[src/rtl/mmio_uart_tx.sv]
// Memory-mapped UART transmitter: TXDATA/STATUS register window, byte FIFO and 8N1 serialiser.
// Define UART_TX_PARITY_EN to insert an even-parity bit between the data bits and the stop bit.
module mmio_uart_tx #(
    parameter logic [31:0] BASE_ADDR    = 32'h0001_0010,
    parameter int          CLKS_PER_BIT = 434,
    parameter int          FIFO_DEPTH   = 8
) (
    input  logic        clk,
    input  logic        rst_n,
    input  logic [31:0] bus_raddr,
    input  logic        bus_re,
    input  logic [31:0] bus_waddr,
    input  logic        bus_we,
    input  logic [31:0] bus_wdata,
    output logic [31:0] bus_rdata,
    output logic        uart_txd,
    output logic        tx_busy
);
    localparam int PTR_W  = (FIFO_DEPTH > 1) ? $clog2(FIFO_DEPTH) : 1;
    localparam int CNT_W  = PTR_W + 1;
    localparam int BAUD_W = $clog2(CLKS_PER_BIT);
    localparam logic [31:0]       STATUS_ADDR = BASE_ADDR + 32'd4;
    localparam logic [BAUD_W-1:0] BAUD_RELOAD = BAUD_W'(CLKS_PER_BIT - 1);
    localparam logic [CNT_W-1:0]  CNT_FULL    = CNT_W'(FIFO_DEPTH);

    typedef enum logic [2:0] {
        IDLE,
        START,
        DATA,
        STOP
`ifdef UART_TX_PARITY_EN
        , PARITY
`endif
    } state_t;

    logic [7:0]        fifo_mem [FIFO_DEPTH];
    logic [PTR_W-1:0]  wr_ptr, rd_ptr;
    logic [CNT_W-1:0]  fifo_count, count_next;
    logic              overflow;
    logic              fifo_empty, fifo_full;
    logic              wr_data_hit, wr_status_hit;
    logic              push, pop, overflow_set, overflow_clr;
    logic [7:0]        head_byte;

    state_t            state, state_next;
    logic [BAUD_W-1:0] baud_cnt, baud_next;
    logic [2:0]        bit_idx, bit_next;
    logic [7:0]        shift_reg, shift_next;
    logic              txd_next, busy_next;
`ifdef UART_TX_PARITY_EN
    logic              parity_bit, parity_next;
`endif

    logic unused_wdata;
    assign unused_wdata = ^bus_wdata[31:8];

    assign fifo_empty    = (fifo_count == '0);
    assign fifo_full     = (fifo_count == CNT_FULL);
    assign head_byte     = fifo_mem[rd_ptr];
    assign wr_data_hit   = bus_we && (bus_waddr == BASE_ADDR);
    assign wr_status_hit = bus_we && (bus_waddr == STATUS_ADDR);
    // A push into a full FIFO still fits when the serialiser pops on the same edge.
    assign push          = wr_data_hit && (!fifo_full || pop);
    assign overflow_set  = wr_data_hit && fifo_full && !pop;
    assign overflow_clr  = wr_status_hit && bus_wdata[3];
    assign count_next    = fifo_count + CNT_W'(push) - CNT_W'(pop);
    assign busy_next     = (count_next != '0) || (state_next != IDLE);

    always_comb begin
        state_next  = state;
        baud_next   = (baud_cnt != '0) ? baud_cnt - 1'b1 : '0;
        bit_next    = bit_idx;
        shift_next  = shift_reg;
        txd_next    = uart_txd;
        pop         = 1'b0;
`ifdef UART_TX_PARITY_EN
        parity_next = parity_bit;
`endif
        case (state)
            IDLE: begin
                if (!fifo_empty) begin
                    pop         = 1'b1;
                    shift_next  = head_byte;
`ifdef UART_TX_PARITY_EN
                    parity_next = ^head_byte;
`endif
                    state_next  = START;
                    baud_next   = BAUD_RELOAD;
                    txd_next    = 1'b0;
                end
            end
            START: begin
                if (baud_cnt == '0) begin
                    state_next = DATA;
                    baud_next  = BAUD_RELOAD;
                    bit_next   = 3'd0;
                    txd_next   = shift_reg[0];
                end
            end
            DATA: begin
                if (baud_cnt == '0) begin
                    baud_next = BAUD_RELOAD;
                    bit_next  = bit_idx + 3'd1;
                    if (bit_idx == 3'd7) begin
`ifdef UART_TX_PARITY_EN
                        state_next = PARITY;
                        txd_next   = parity_bit;
`else
                        state_next = STOP;
                        txd_next   = 1'b1;
`endif
                    end else begin
                        shift_next = {1'b0, shift_reg[7:1]};
                        txd_next   = shift_reg[1];
                    end
                end
            end
`ifdef UART_TX_PARITY_EN
            PARITY: begin
                if (baud_cnt == '0) begin
                    state_next = STOP;
                    baud_next  = BAUD_RELOAD;
                    txd_next   = 1'b1;
                end
            end
`endif
            STOP: begin
                // Chain straight into the next START when more bytes are waiting.
                if (baud_cnt == '0) begin
                    if (!fifo_empty) begin
                        pop         = 1'b1;
                        shift_next  = head_byte;
`ifdef UART_TX_PARITY_EN
                        parity_next = ^head_byte;
`endif
                        state_next  = START;
                        baud_next   = BAUD_RELOAD;
                        txd_next    = 1'b0;
                    end else begin
                        state_next  = IDLE;
                        txd_next    = 1'b1;
                    end
                end
            end
            default: begin
                state_next = IDLE;
                txd_next   = 1'b1;
            end
        endcase
    end

    always_ff @(posedge clk) begin
        if (!rst_n) begin
            state      <= IDLE;
            baud_cnt   <= '0;
            bit_idx    <= 3'd0;
            shift_reg  <= 8'd0;
            uart_txd   <= 1'b1;
            tx_busy    <= 1'b0;
            wr_ptr     <= '0;
            rd_ptr     <= '0;
            fifo_count <= '0;
            overflow   <= 1'b0;
`ifdef UART_TX_PARITY_EN
            parity_bit <= 1'b0;
`endif
        end else begin
            state      <= state_next;
            baud_cnt   <= baud_next;
            bit_idx    <= bit_next;
            shift_reg  <= shift_next;
            uart_txd   <= txd_next;
            tx_busy    <= busy_next;
            fifo_count <= count_next;
`ifdef UART_TX_PARITY_EN
            parity_bit <= parity_next;
`endif
            if (push) wr_ptr <= wr_ptr + 1'b1;
            if (pop)  rd_ptr <= rd_ptr + 1'b1;
            if (overflow_set)      overflow <= 1'b1;
            else if (overflow_clr) overflow <= 1'b0;
        end
    end

    always_ff @(posedge clk) begin
        if (rst_n && push) fifo_mem[wr_ptr] <= bus_wdata[7:0];
    end

    always_comb begin
        bus_rdata = '0;
        if (bus_re && (bus_raddr == STATUS_ADDR)) begin
            bus_rdata[0]    = fifo_full;
            bus_rdata[1]    = fifo_empty;
            bus_rdata[2]    = (state != IDLE);
            bus_rdata[3]    = overflow;
            bus_rdata[15:8] = 8'(fifo_count);
        end
    end
endmodule

[config.mk]
export PLATFORM = sky130hd
export DESIGN_NAME = mmio_uart_tx
export DESIGN_NICKNAME = d
export VERILOG_FILES = /design/src/rtl/mmio_uart_tx.sv
export SDC_FILE = /design/constraint.sdc
export NUM_CORES = 1
export LEC_CHECK = 0
export CAP_MARGIN = 30
export CORE_ASPECT_RATIO = 1.25
export CORE_MARGIN = 5
export CORE_UTILIZATION = 48
export DETAILED_ROUTE_END_ITERATION = 8
export PLACE_DENSITY = 0.89
export SLEW_MARGIN = 15
export SYNTH_ARGS = -nofsm -noshare
export SYNTH_HDL_FRONTEND = slang
export SYNTH_SLANG_ARGS = --single-unit
[constraint.sdc]
create_clock -name clk -period 3.9 [get_ports clk]
set_input_delay 0.78 -clock clk [delete_from_list [all_inputs] [get_ports clk]]
set_output_delay 0.78 -clock clk [all_outputs]
set_load 0.01 [all_outputs]
=== Yosys cells after proc, flatten, opt, wreduce, memory -nomap -nowiden ===
Memories as Yosys holds them, arrays and structs flattened. A register that Yosys moved wholly into a read port is not among the register bits.
Cells that the tools add are included.

* Flip-flop bits (word level): 36
* Memory bits (writable): 64
* Input bits: 100
* Output and inout bits: 34
* Logic and storage cells: 94
* Memories kept: 1

{| class="wikitable"
|+ Memories
! memory !! words !! width !! read ports !! clocked after Yosys merged registers in !! write ports !! RTL line !! source
|-
| fifo_mem || 8 || 8 || 1 || 1 || 1 || 36 || <nowiki>logic [7:0] fifo_mem [FIFO_DEPTH];</nowiki>
|}

* $add $sub $neg: 6
* Equal/unequal tests: 13
* Multiplexer cells: 38
* Reduce and logical (&&, ||, !) cells: 26

{| class="wikitable"
|+ Operator list
! operator !! number
|-
| equality test 32 x 17 -> 1 bit, second input constant || 3
|-
| 2-to-1 mux 9 bit || 4
|-
| 2-to-1 mux 8 bit || 4
|-
| 2-to-1 mux 3 bit || 9
|-
| one-hot mux 9 bit (3 select lines) || 1
|-
| one-hot mux 8 bit (3 select lines) || 1
|-
| 2-to-1 mux 1 bit || 13
|-
| one-hot mux 3 bit (4 select lines) || 1
|-
| != test 2 bit, second input constant || 5
|-
| adder 3 x 1 -> 3 bit, second input constant || 3
|-
| zero test 9 bit || 1
|-
| nonzero test 3 bit || 3
|-
| nonzero test 9 bit || 1
|-
| subtractor 9 x 1 -> 9 bit, second input constant || 1
|-
| logical AND 1 bit || 8
|-
| 2-to-1 mux 4 bit || 2
|-
| AND reduction 4 bit || 2
|-
| equality test 3 x 2 -> 1 bit, second input constant || 2
|-
| one-hot mux 3 bit (2 select lines) || 1
|-
| adder 4 x 1 -> 4 bit || 1
|-
| equality test 4 bit, second input constant || 1
|-
| zero test 4 bit || 1
|-
| one-hot mux 1 bit (4 select lines) || 1
|-
| nonzero test 2 bit || 2
|-
| 10 further kinds || 12
|}

=== Logic depth before layout (Yosys ltp) ===
Gate-level depths: netlist of run 1.

* Word-level depth: 10
* Depth in mapped cells: 15
* Depth with buffers taken out: 14

=== Least setup slack after synthesis of run 1 ===
Ideal clock, no wire load.

* Path type: input -> register
* Start point: input bus_waddr[17]
* End point: register tx_busy
* Library setup time: 0.120 ns
* Data arrival time: 3.306 ns
* Data required time: 3.780 ns
* Path slack: 0.475 ns
* Cell stages on the path: 11
* Buffers on the path: 1
* Cell sequence: nor4b_1 nand4_1 nor2_1 nand3b_2 buf_6 ha_1 inv_1 ha_1 fa_1 or4_1 o31a_1

* Cells in the longest elaborated chain, start to end: 7

{| class="wikitable"
|+ RTL lines
! item !! RTL line !! source
|-
| start, declared || 12 || <nowiki>input logic [31:0] bus_waddr,</nowiki>
|-
| equality test 32 x 17 -> 1 bit || 60 || <nowiki>assign wr_data_hit = bus_we && (bus_waddr == BASE_ADDR);</nowiki>
|-
| logical AND 1 bit || 60 ||
|-
| logical AND 1 bit || 63 || <nowiki>assign push = wr_data_hit && (!fifo_full || pop);</nowiki>
|-
| adder 4 x 1 -> 4 bit || 66 || <nowiki>assign count_next = fifo_count + CNT_W'(push) - CNT_W'(pop);</nowiki>
|-
| subtractor 4 x 1 -> 4 bit || 66 ||
|-
| via count_next[1] || 38 || <nowiki>logic [CNT_W-1:0] fifo_count, count_next;</nowiki>
|-
| nonzero test 4 bit || 67 || <nowiki>assign busy_next = (count_next != '0) || (state_next != IDLE);</nowiki>
|-
| logical OR 1 bit || 67 ||
|-
| end signal, assigned || 173 || <nowiki>tx_busy <= busy_next;</nowiki>
|-
| end, declared || 17 || <nowiki>output logic tx_busy</nowiki>
|}

The timed path passes the listed nets, and every way through them passes these cells.
A chain may end at the register's enable or synchronous reset.

=== Worst setup path after layout of run 1 ===
* Start point: input bus_raddr[1]
* End point: output bus_rdata[0]

* Cells in the longest elaborated chain, start to end: 3

{| class="wikitable"
|+ RTL lines
! item !! RTL line !! source
|-
| start, declared || 10 || <nowiki>input logic [31:0] bus_raddr,</nowiki>
|-
| equality test 32 x 17 -> 1 bit || 191 || <nowiki>if (bus_re && (bus_raddr == STATUS_ADDR)) begin</nowiki>
|-
| logical AND 1 bit || 191 ||
|-
| 2-to-1 mux 4 bit || 191 ||
|-
| end, declared || 15 || <nowiki>output logic [31:0] bus_rdata,</nowiki>
|}

No other way between the ends.

==> tab_implementation.tex, run 1 <==
\begin{tabular}{lr}
\hline
Metric & Value \\
\hline
\multicolumn{2}{l}{\textbf{Timing}} \\
Ratio of final minimum period to clock period & 92.9\% \\
Relative slew margins & 46.1\% \\
Final Hold Vio Count & 0 \\
Final count of pins violating max slew & 0 \\
Final worst path period need & 3.62 ns \\
Post-Route Setup TNS & 0 ns \\
Setup violations, final & 0 \\
Worst-Margin Slew & 0.808 ns \\
Post-route clock skew & 0.00668 ns \\
Max Clk Rate & 276 MHz \\
RSZ-0062 raised after global routing & no \\
\multicolumn{2}{l}{\textbf{Yosys}} \\
Main combinational cell family by area after synthesis & simple AND/OR/NAND/NOR gates \\
Simple-gate share of the synthesized area & 15.0\% \\
Portion of the post-synthesis area used by sequential elements & 55.4\% \\
Post-synthesis share of cell area spent on xor and xnor gates & 2.16\% \\
Number of synthesized flops with an enable pin & 64 \\
Cell area after technology mapping & 4880 sq um \\
Mean Syn Cell Area & 13.2 sq um \\
Compound-gate portion of the synthesized area & 6.98\% \\
Post-synthesis register bit count & 103 \\
Share of flip-flops with an asynchronous set or reset after synthesis & 0\% \\
Gate Count Post-Synth & 368 \\
Flip-flop cell with the highest count after synthesis & sky130\_fd\_sc\_hd\_\_edfxtp\_1 \\
Count of unique library cells instantiated by Yosys & 67 \\
Count of warnings emitted by yosys & 0 \\
Adder-cell area share of the yosys netlist & 3.49\% \\
Portion of netlist area occupied by mux cells & 10.5\% \\
\multicolumn{2}{l}{\textbf{Clocking}} \\
H-tree Lvls & 3 \\
Total clock buffers created by CTS & 9 \\
Cells resized by post-CTS repair & 0 \\
Clock-pin slew of the registers on the worst-case setup and hold paths & 0.07 ns \\
Clk Latency, worst-skew pair & 0.34 ns \\
Buffers inserted by post-CTS timing repair & 0 \\
Maximum count of clock buffers along a single path & 2 \\
CTS root buf & sky130\_fd\_sc\_hd\_\_clkbuf\_16 \\
Sinks on Clock Net & 103 \\
CTS Hold Bufs & 0 \\
CTS tree & yes \\
\multicolumn{2}{l}{\textbf{Route}} \\
Pre-Repair DR Iteration Count & 4 \\
Average vias per placed instance & 5.41 \\
Total wirelength of the detailed-routed design & 10500 um \\
Vias after detailed routing & 3227 \\
Antenna-violating nets left & 0 \\
DRC violation count after routing & 0 \\
Per-cell routed wire length & 17.5 um \\
DRC violation total after the first TritonRoute iteration & 197 \\
\multicolumn{2}{l}{\textbf{Global route}} \\
Wire length of the first global-routing pass & 16800 um \\
Largest net degree at the start of global routing & 27 \\
Global-route usage over all layers & 17.9\% \\
Overflow left after global routing & 0 \\
Antenna violations before repair & 0 \\
Number of global-route vias before repair & 3360 \\
\multicolumn{2}{l}{\textbf{Run}} \\
Number of max-capacitance violations reported & 0 \\
\multicolumn{2}{l}{\textbf{Placement}} \\
Final estimated routing congestion in global placement & 0.808 \\
IO Port Bufs & 85 \\
Cell area reported after detailed placement & 5810 sq um \\
Placed wire-length estimate after detailed placement & 7470 um \\
\multicolumn{2}{l}{\textbf{Setup path}} \\
Kind of capture point of the worst setup path & output pin \\
CP arrival & 2.84 ns \\
Kind of critical path & in -> out \\
Worst-path fanout max & 7 \\
Worst endpoint required time & 3.12 ns \\
Element type at the critical path start & input port \\
\multicolumn{2}{l}{\textbf{Floorplan}} \\
Die Outline Area & 12300 sq um \\
Die outline width & 100 um \\
Core box area & 10000 sq um \\
Top-Level Pins & 134 \\
Std-Cell Rows & 41 \\
Starting density of the core & 48.7\% \\
Die boundary height & 123 um \\
\multicolumn{2}{l}{\textbf{Final layout}} \\
Final core utilization & 60.9\% \\
Largest register FFs & 64 \\
Area growth from synthesis to final layout & 25.0\% \\
Design area & 6090 sq um \\
Number of antenna cells inserted & 0 \\
Net count, final & 575 \\
Fraction of final layout cells with drive strength greater than 1 & 13.5\% \\
\multicolumn{2}{l}{\textbf{Power}} \\
Final Power & 3.30 mW \\
Worst VDD drop & 320 uV \\
Pwr/cell area & 541 nW/um\^{}2 \\
Static power due to leakage & 2.12 nW \\
\multicolumn{2}{l}{\textbf{Status}} \\
Result of the run & finished, final reports clean \\
\multicolumn{2}{l}{\textbf{Worst hold path}} \\
Worst min-delay path category & reg -> reg \\
\hline
\end{tabular}
[path summary, 6_finish.rpt]
| path | endpoint | slack (ns) | from | depth (start not counted) |
|---|---|---|---|---|
| worst min register to register | shift_reg[6]$_SDFFE_PN0P_ | 0.48 | shift_reg[6]$_SDFFE_PN0P_ | 1 |
| worst max-delay path | bus_rdata[0] | 0.28 | bus_raddr[1] | 6 |
| worst min-delay path | shift_reg[6]$_SDFFE_PN0P_ | 0.48 | shift_reg[6]$_SDFFE_PN0P_ | 1 |
| worst max register to register | tx_busy$_SDFF_PN0_ | 0.50 | baud_cnt[0]$_SDFF_PN0_ | 12 |
[critical path, stage by stage]
cell and delay (ns):
sky130_fd_sc_hd__clkdlybuf4s50_1 0.40, sky130_fd_sc_hd__nor4b_1 0.31, sky130_fd_sc_hd__nand4_1 0.31, sky130_fd_sc_hd__nor3_1 0.30, sky130_fd_sc_hd__and3_1 0.18, sky130_fd_sc_hd__clkdlybuf4s50_1 0.56
[final cells by class]
cell class | count | area (sq um)
Fill cell | 738 | 3910
Sequential cell | 103 | 2700
Multi-Input combinational cell | 240 | 1950
Timing Repair Buffer | 98 | 956
Clock buffer | 9 | 225
Tap cell | 129 | 161
Clock inverter | 7 | 57.6
Inverter | 10 | 37.5
[per-layer routing]
metal	track usage, %	wire [um]	part of all wire, %
met5	0	0	0
met4	5.56	165	1.6
met3	3.01	406	3.9
met2	34.5	5940	57
met1	19.7	3940	38
[placed cells by master (no fill, tap or decap), drive strengths merged, types with 7 or more instances in the layout]
cell type | Yosys | layout
a21oi | 13 | 13
conb | 1 | 25
clkdlybuf4s50 | 0 | 85
o21ai | 7 | 7
ha | 12 | 12
mux2i | 13 | 13
nor4 | 22 | 22
nand2 | 12 | 12
nor2 | 18 | 18
xor2 | 7 | 7
inv | 10 | 12
nor3 | 9 | 9
clkbuf | 9 | 9
edfxtp | 64 | 64
buf | 30 | 13
dfxtp | 39 | 39
and2 | 9 | 9
mux4 | 16 | 16
[cells in the mapped netlist (all sizes together) (2+ instances only)]
library cell | instances | area share [%]
mux4 | 16 | 7.4
or4 | 2 | 0.38
nor2 | 18 | 1.4
mux2i | 13 | 2.7
nand3b | 3 | 0.54
or3b | 2 | 0.41
a22oi | 2 | 0.31
and3b | 2 | 0.38
buf | 30 | 4.5
nor4b | 5 | 1.2
nor2b | 4 | 0.51
nor3b | 6 | 1.0
inv | 10 | 0.77
mux2 | 2 | 0.46
o21ai | 7 | 0.72
o311a | 5 | 1.0
and2 | 9 | 1.2
ha | 12 | 3.1
o2bb2ai | 6 | 1.1
o21bai | 2 | 0.31
o21a | 2 | 0.31
a21boi | 2 | 0.31
nand3 | 4 | 0.41
nor4 | 22 | 3.3
xnor2 | 5 | 0.90
and3 | 2 | 0.28
edfxtp | 64 | 39
xor2 | 7 | 1.3
clkbuf | 9 | 1.1
nand2 | 12 | 1.1
a21o | 2 | 0.46
nor3 | 9 | 0.92
a21oi | 13 | 1.3
dfxtp | 39 | 16
nand4 | 6 | 1.2
[kinds of logic (layout without fill, tap and decap cells)]
group / Yosys count / in the layout
AND/OR/NAND/NOR: 111 / 111
flip-flops: 103 / 103
buffers and inverters: 49 / 124
AO/OA/AOI/OAI: 48 / 48
multiplexers: 31 / 31
adder cells (fa/ha/maj): 13 / 13
XOR/XNOR: 12 / 12
other: 1 / 25
[stage by stage]
step                      hold WS, ns  std cells  worst slack [ns]
after floorplan                 0.433        392             0.475
after global placement          0.446        579            0.0881
after detailed placement        0.452        580            0.0232
after CTS                       0.471        596             0.273
after global routing            0.480        596            0.0635
final                           0.481        596             0.278
[report_power, final]
part	leakage [nW]	switching, mW	total (mW)	internal, mW
clock	0.134	0.401	0.842	0.440
combinational	1.09	0.495	1.03	0.534
sequential	0.895	0.157	1.43	1.27
No activity file was read; power rests on OpenSTA's default activity.
==> inputs of run 2 (changes only) <==
--- a/config.mk
+++ b/config.mk
@@ -5,7 +5,6 @@
 export SDC_FILE = /design/constraint.sdc
 export NUM_CORES = 1
 export LEC_CHECK = 0
-export CAP_MARGIN = 30
 export CORE_ASPECT_RATIO = 1.25
 export CORE_MARGIN = 5
 export CORE_UTILIZATION = 48
==> tab_implementation.tex, run 2 (synthesis results as in run 1) <==
\begin{tabular}{lr}
\hline
Metric & Value \\
\hline
\multicolumn{2}{l}{\textbf{Placement}} \\
IO Port Bufs & 85 (unchanged) \\
Placed wire-length estimate after detailed placement & 7420 um (-0.69\%) \\
Setup WS pre-CTS & -0.0209 ns (-0.0441 ns) \\
Final estimated routing congestion in global placement & 0.808 (unchanged) \\
\multicolumn{2}{l}{\textbf{Timing}} \\
Post-route clock skew & 0.00810 ns (+0.00142 ns) \\
Hold WS & 0.470 ns (-0.0112 ns) \\
Worst-Margin Slew & 1.03 ns (+0.217 ns) \\
Setup violations, final & 0 (unchanged) \\
Post-route worst setup slack & 0.280 ns (+0.00159 ns) \\
Final worst path period need & 3.62 ns (-0.00159 ns) \\
Ratio of final minimum period to clock period & 92.8\% (about the same) \\
Max Clk Rate & 276 MHz (about the same) \\
Relative slew margins & 31.6\% (-15 points) \\
RSZ-0062 raised after global routing & no \\
Final Hold Vio Count & 0 (unchanged) \\
Final count of pins violating max slew & 0 (unchanged) \\
\multicolumn{2}{l}{\textbf{Route}} \\
Vias after detailed routing & 3243 (+0.50\%) \\
Total wirelength of the detailed-routed design & 10300 um (-1.2\%) \\
Per-cell routed wire length & 17.4 um (-1.1\%) \\
Average vias per placed instance & 5.45 (+0.66\%) \\
DRC violation count after routing & 0 (unchanged) \\
Antenna-violating nets left & 0 (unchanged) \\
Pre-Repair DR Iteration Count & 4 (unchanged) \\
DRC violation total after the first TritonRoute iteration & 176 (-11\%) \\
\multicolumn{2}{l}{\textbf{Setup path}} \\
Worst-case register-to-register setup slack & 0.55 ns (+0.05 ns) \\
Worst-path fanout max & 7 (unchanged) \\
Reg2reg end & tx\_busy\$\_SDFF\_PN0\_ \\
Worst reg2reg path depth & 12 (unchanged) \\
Kind of critical path & in -> out \\
FF-to-FF Start & baud\_cnt[0]\$\_SDFF\_PN0\_ \\
Max incr delay on CP & 0.55 ns (about the same) \\
Cell chain of the critical path & clkdlybuf4s50\_1 -> nor4b\_1 -> nand4\_1 -> nor3\_1 -> and3\_1 -> clkdlybuf4s50\_1 \\
Cell repeated most along the worst path & sky130\_fd\_sc\_hd\_\_clkdlybuf4s50\_1 \\
Worst endpoint required time & 3.12 ns (about the same) \\
Cell with the biggest individual delay on the critical path & sky130\_fd\_sc\_hd\_\_clkdlybuf4s50\_1 \\
Kind of capture point of the worst setup path & output pin \\
Startpoint of the worst setup timing path & bus\_raddr[1] \\
Worst Setup EP & bus\_rdata[0] \\
CP arrival & 2.84 ns (about the same) \\
Element type at the critical path start & input port \\
\multicolumn{2}{l}{\textbf{Final layout}} \\
Fraction of final layout cells with drive strength greater than 1 & 13.1\% (-0.40 points) \\
Largest register FFs & 64 (unchanged) \\
Net count, final & 574 (-0.17\%) \\
Number of antenna cells inserted & 0 (unchanged) \\
Most frequent cells in the layout & 85 x sky130\_fd\_sc\_hd\_\_clkdlybuf4s50\_1, 64 x sky130\_fd\_sc\_hd\_\_edfxtp\_1, 39 x sky130\_fd\_sc\_hd\_\_dfxtp\_1, 25 x sky130\_fd\_sc\_hd\_\_conb\_1, 20 x sky130\_fd\_sc\_hd\_\_nor4\_1 \\
Final core utilization & 61.0\% (+0.062 points) \\
Most common cell after layout, fill and taps aside & sky130\_fd\_sc\_hd\_\_clkdlybuf4s50\_1 \\
Area growth from synthesis to final layout & 25.1\% \\
Register area & 2700 sq um (unchanged) \\
Fill cells & 701 (-5.0\%) \\
Footprint of the multi-input gates & 1950 sq um (unchanged) \\
\multicolumn{2}{l}{\textbf{Clocking}} \\
Maximum count of clock buffers along a single path & 2 (unchanged) \\
Cells resized by post-CTS repair & 0 (unchanged) \\
Sinks on Clock Net & 103 (unchanged) \\
CTS root buf & sky130\_fd\_sc\_hd\_\_clkbuf\_16 \\
CTS tree & yes \\
Total clock buffers created by CTS & 9 (unchanged) \\
Clock-pin slew of the registers on the worst-case setup and hold paths & 0.07 ns (about the same) \\
Buffers inserted by post-CTS timing repair & 0 (unchanged) \\
H-tree Lvls & 3 (unchanged) \\
Clk Latency, worst-skew pair & 0.34 ns (about the same) \\
CTS Hold Bufs & 0 (unchanged) \\
\multicolumn{2}{l}{\textbf{Global route}} \\
Largest net degree at the start of global routing & 27 (unchanged) \\
Overflow left after global routing & 0 (unchanged) \\
Wire length of the first global-routing pass & 16600 um (-1.5\%) \\
Antenna violations before repair & 0 (unchanged) \\
Number of global-route vias before repair & 3363 (+0.089\%) \\
Global-route usage over all layers & 17.4\% (-0.42 points) \\
\multicolumn{2}{l}{\textbf{Floorplan}} \\
Die Outline Area & 12300 sq um (unchanged) \\
Die outline width & 100 um (unchanged) \\
Die boundary height & 123 um (unchanged) \\
Std-Cell Rows & 41 (unchanged) \\
Core box area & 10000 sq um (unchanged) \\
Top-Level Pins & 134 (unchanged) \\
Starting density of the core & 48.7\% (unchanged) \\
\multicolumn{2}{l}{\textbf{Worst hold path}} \\
Worst min-delay path category & reg -> reg \\
\multicolumn{2}{l}{\textbf{Power}} \\
Static power due to leakage & 2.12 nW (+0.23\%) \\
Worst VDD drop & 368 uV (+15\%) \\
Pwr/cell area & 545 nW/um\^{}2 (+0.83\%) \\
\multicolumn{2}{l}{\textbf{Run}} \\
Number of max-capacitance violations reported & 0 (unchanged) \\
\multicolumn{2}{l}{\textbf{Status}} \\
Result of the run & finished, final reports clean \\
\hline
\end{tabular}
## run 2: cell count changes in the layout (fill, tap and decap cells not counted), sizes merged
cell / previous run / this run
inv: 12 / 13
clkinv: 3 / 2
buf: 13 / 12
clkinvlp: 2 / 1
bufinv: 0 / 1
## run 2: critical path: cells and delay by family
kind	cells	cell delay (ns)
buffers and inverters	2	0.95
AND/OR/NAND/NOR	4	1.11
## run 2: metal layers
metal	track usage, %	wire [um]	up-vias
met5	0	0	-
met1	19.0	3850	1594
met2	33.3	5860	88
li1	-	-	1546
met4	6.40	193	0
met3	3.13	425	15
## run 2: through the flow
step | setup TNS [ns] | total power, mW | cells | cell area, sq um
after floorplan | 0 | 2.20 | 392 | 4970
after global placement | 0 | 2.39 | 579 | 5800
after detailed placement | -0.0209 | 2.44 | 579 | 5800
after CTS | 0 | 3.35 | 595 | 6100
after global routing | 0 | 3.53 | 595 | 6100
final | 0 | 3.33 | 595 | 6100
## run 2: worst min-delay path by stage
stage | start | end | slack (ns) | cells past startpoint
final | shift_reg[3]$_SDFFE_PN0P_ | shift_reg[3]$_SDFFE_PN0P_ | 0.47 | 1
after global routing | shift_reg[2]$_SDFFE_PN0P_ | shift_reg[2]$_SDFFE_PN0P_ | 0.48 | 1
after CTS | shift_reg[3]$_SDFFE_PN0P_ | shift_reg[3]$_SDFFE_PN0P_ | 0.47 | 1
after detailed placement | shift_reg[2]$_SDFFE_PN0P_ | shift_reg[2]$_SDFFE_PN0P_ | 0.45 | 1
after global placement | shift_reg[3]$_SDFFE_PN0P_ | shift_reg[3]$_SDFFE_PN0P_ | 0.45 | 1
after floorplan | shift_reg[2]$_SDFFE_PN0P_ | shift_reg[2]$_SDFFE_PN0P_ | 0.43 | 1
## run 2: area by class of cell
cell class	instances	area share, %
multi-input cells	240	32.0
inverters	10	0.615
well taps	129	2.65
clock buffers	9	3.69
flip-flops and latches	103	44.3
repair buffers	97	15.4
clock inverters	7	1.29
## run 2: where the power goes
group	switching, mW	internal [mW]	total, mW
Clock	0.397	0.506	0.902
Combinational	0.462	0.519	0.981
Sequential	0.175	1.27	1.44
Total	1.03	2.29	3.33
==> inputs of run 3 (changes only) <==
--- a/config.mk
+++ b/config.mk
@@ -8,6 +8,7 @@
 export CORE_ASPECT_RATIO = 1.25
 export CORE_MARGIN = 5
 export CORE_UTILIZATION = 48
+export CTS_CLUSTER_DIAMETER = 40
 export DETAILED_ROUTE_END_ITERATION = 8
 export PLACE_DENSITY = 0.89
 export SLEW_MARGIN = 15
==> results of run 3 <==
The final DEF is identical to that of run 2; final timing and power are the same.
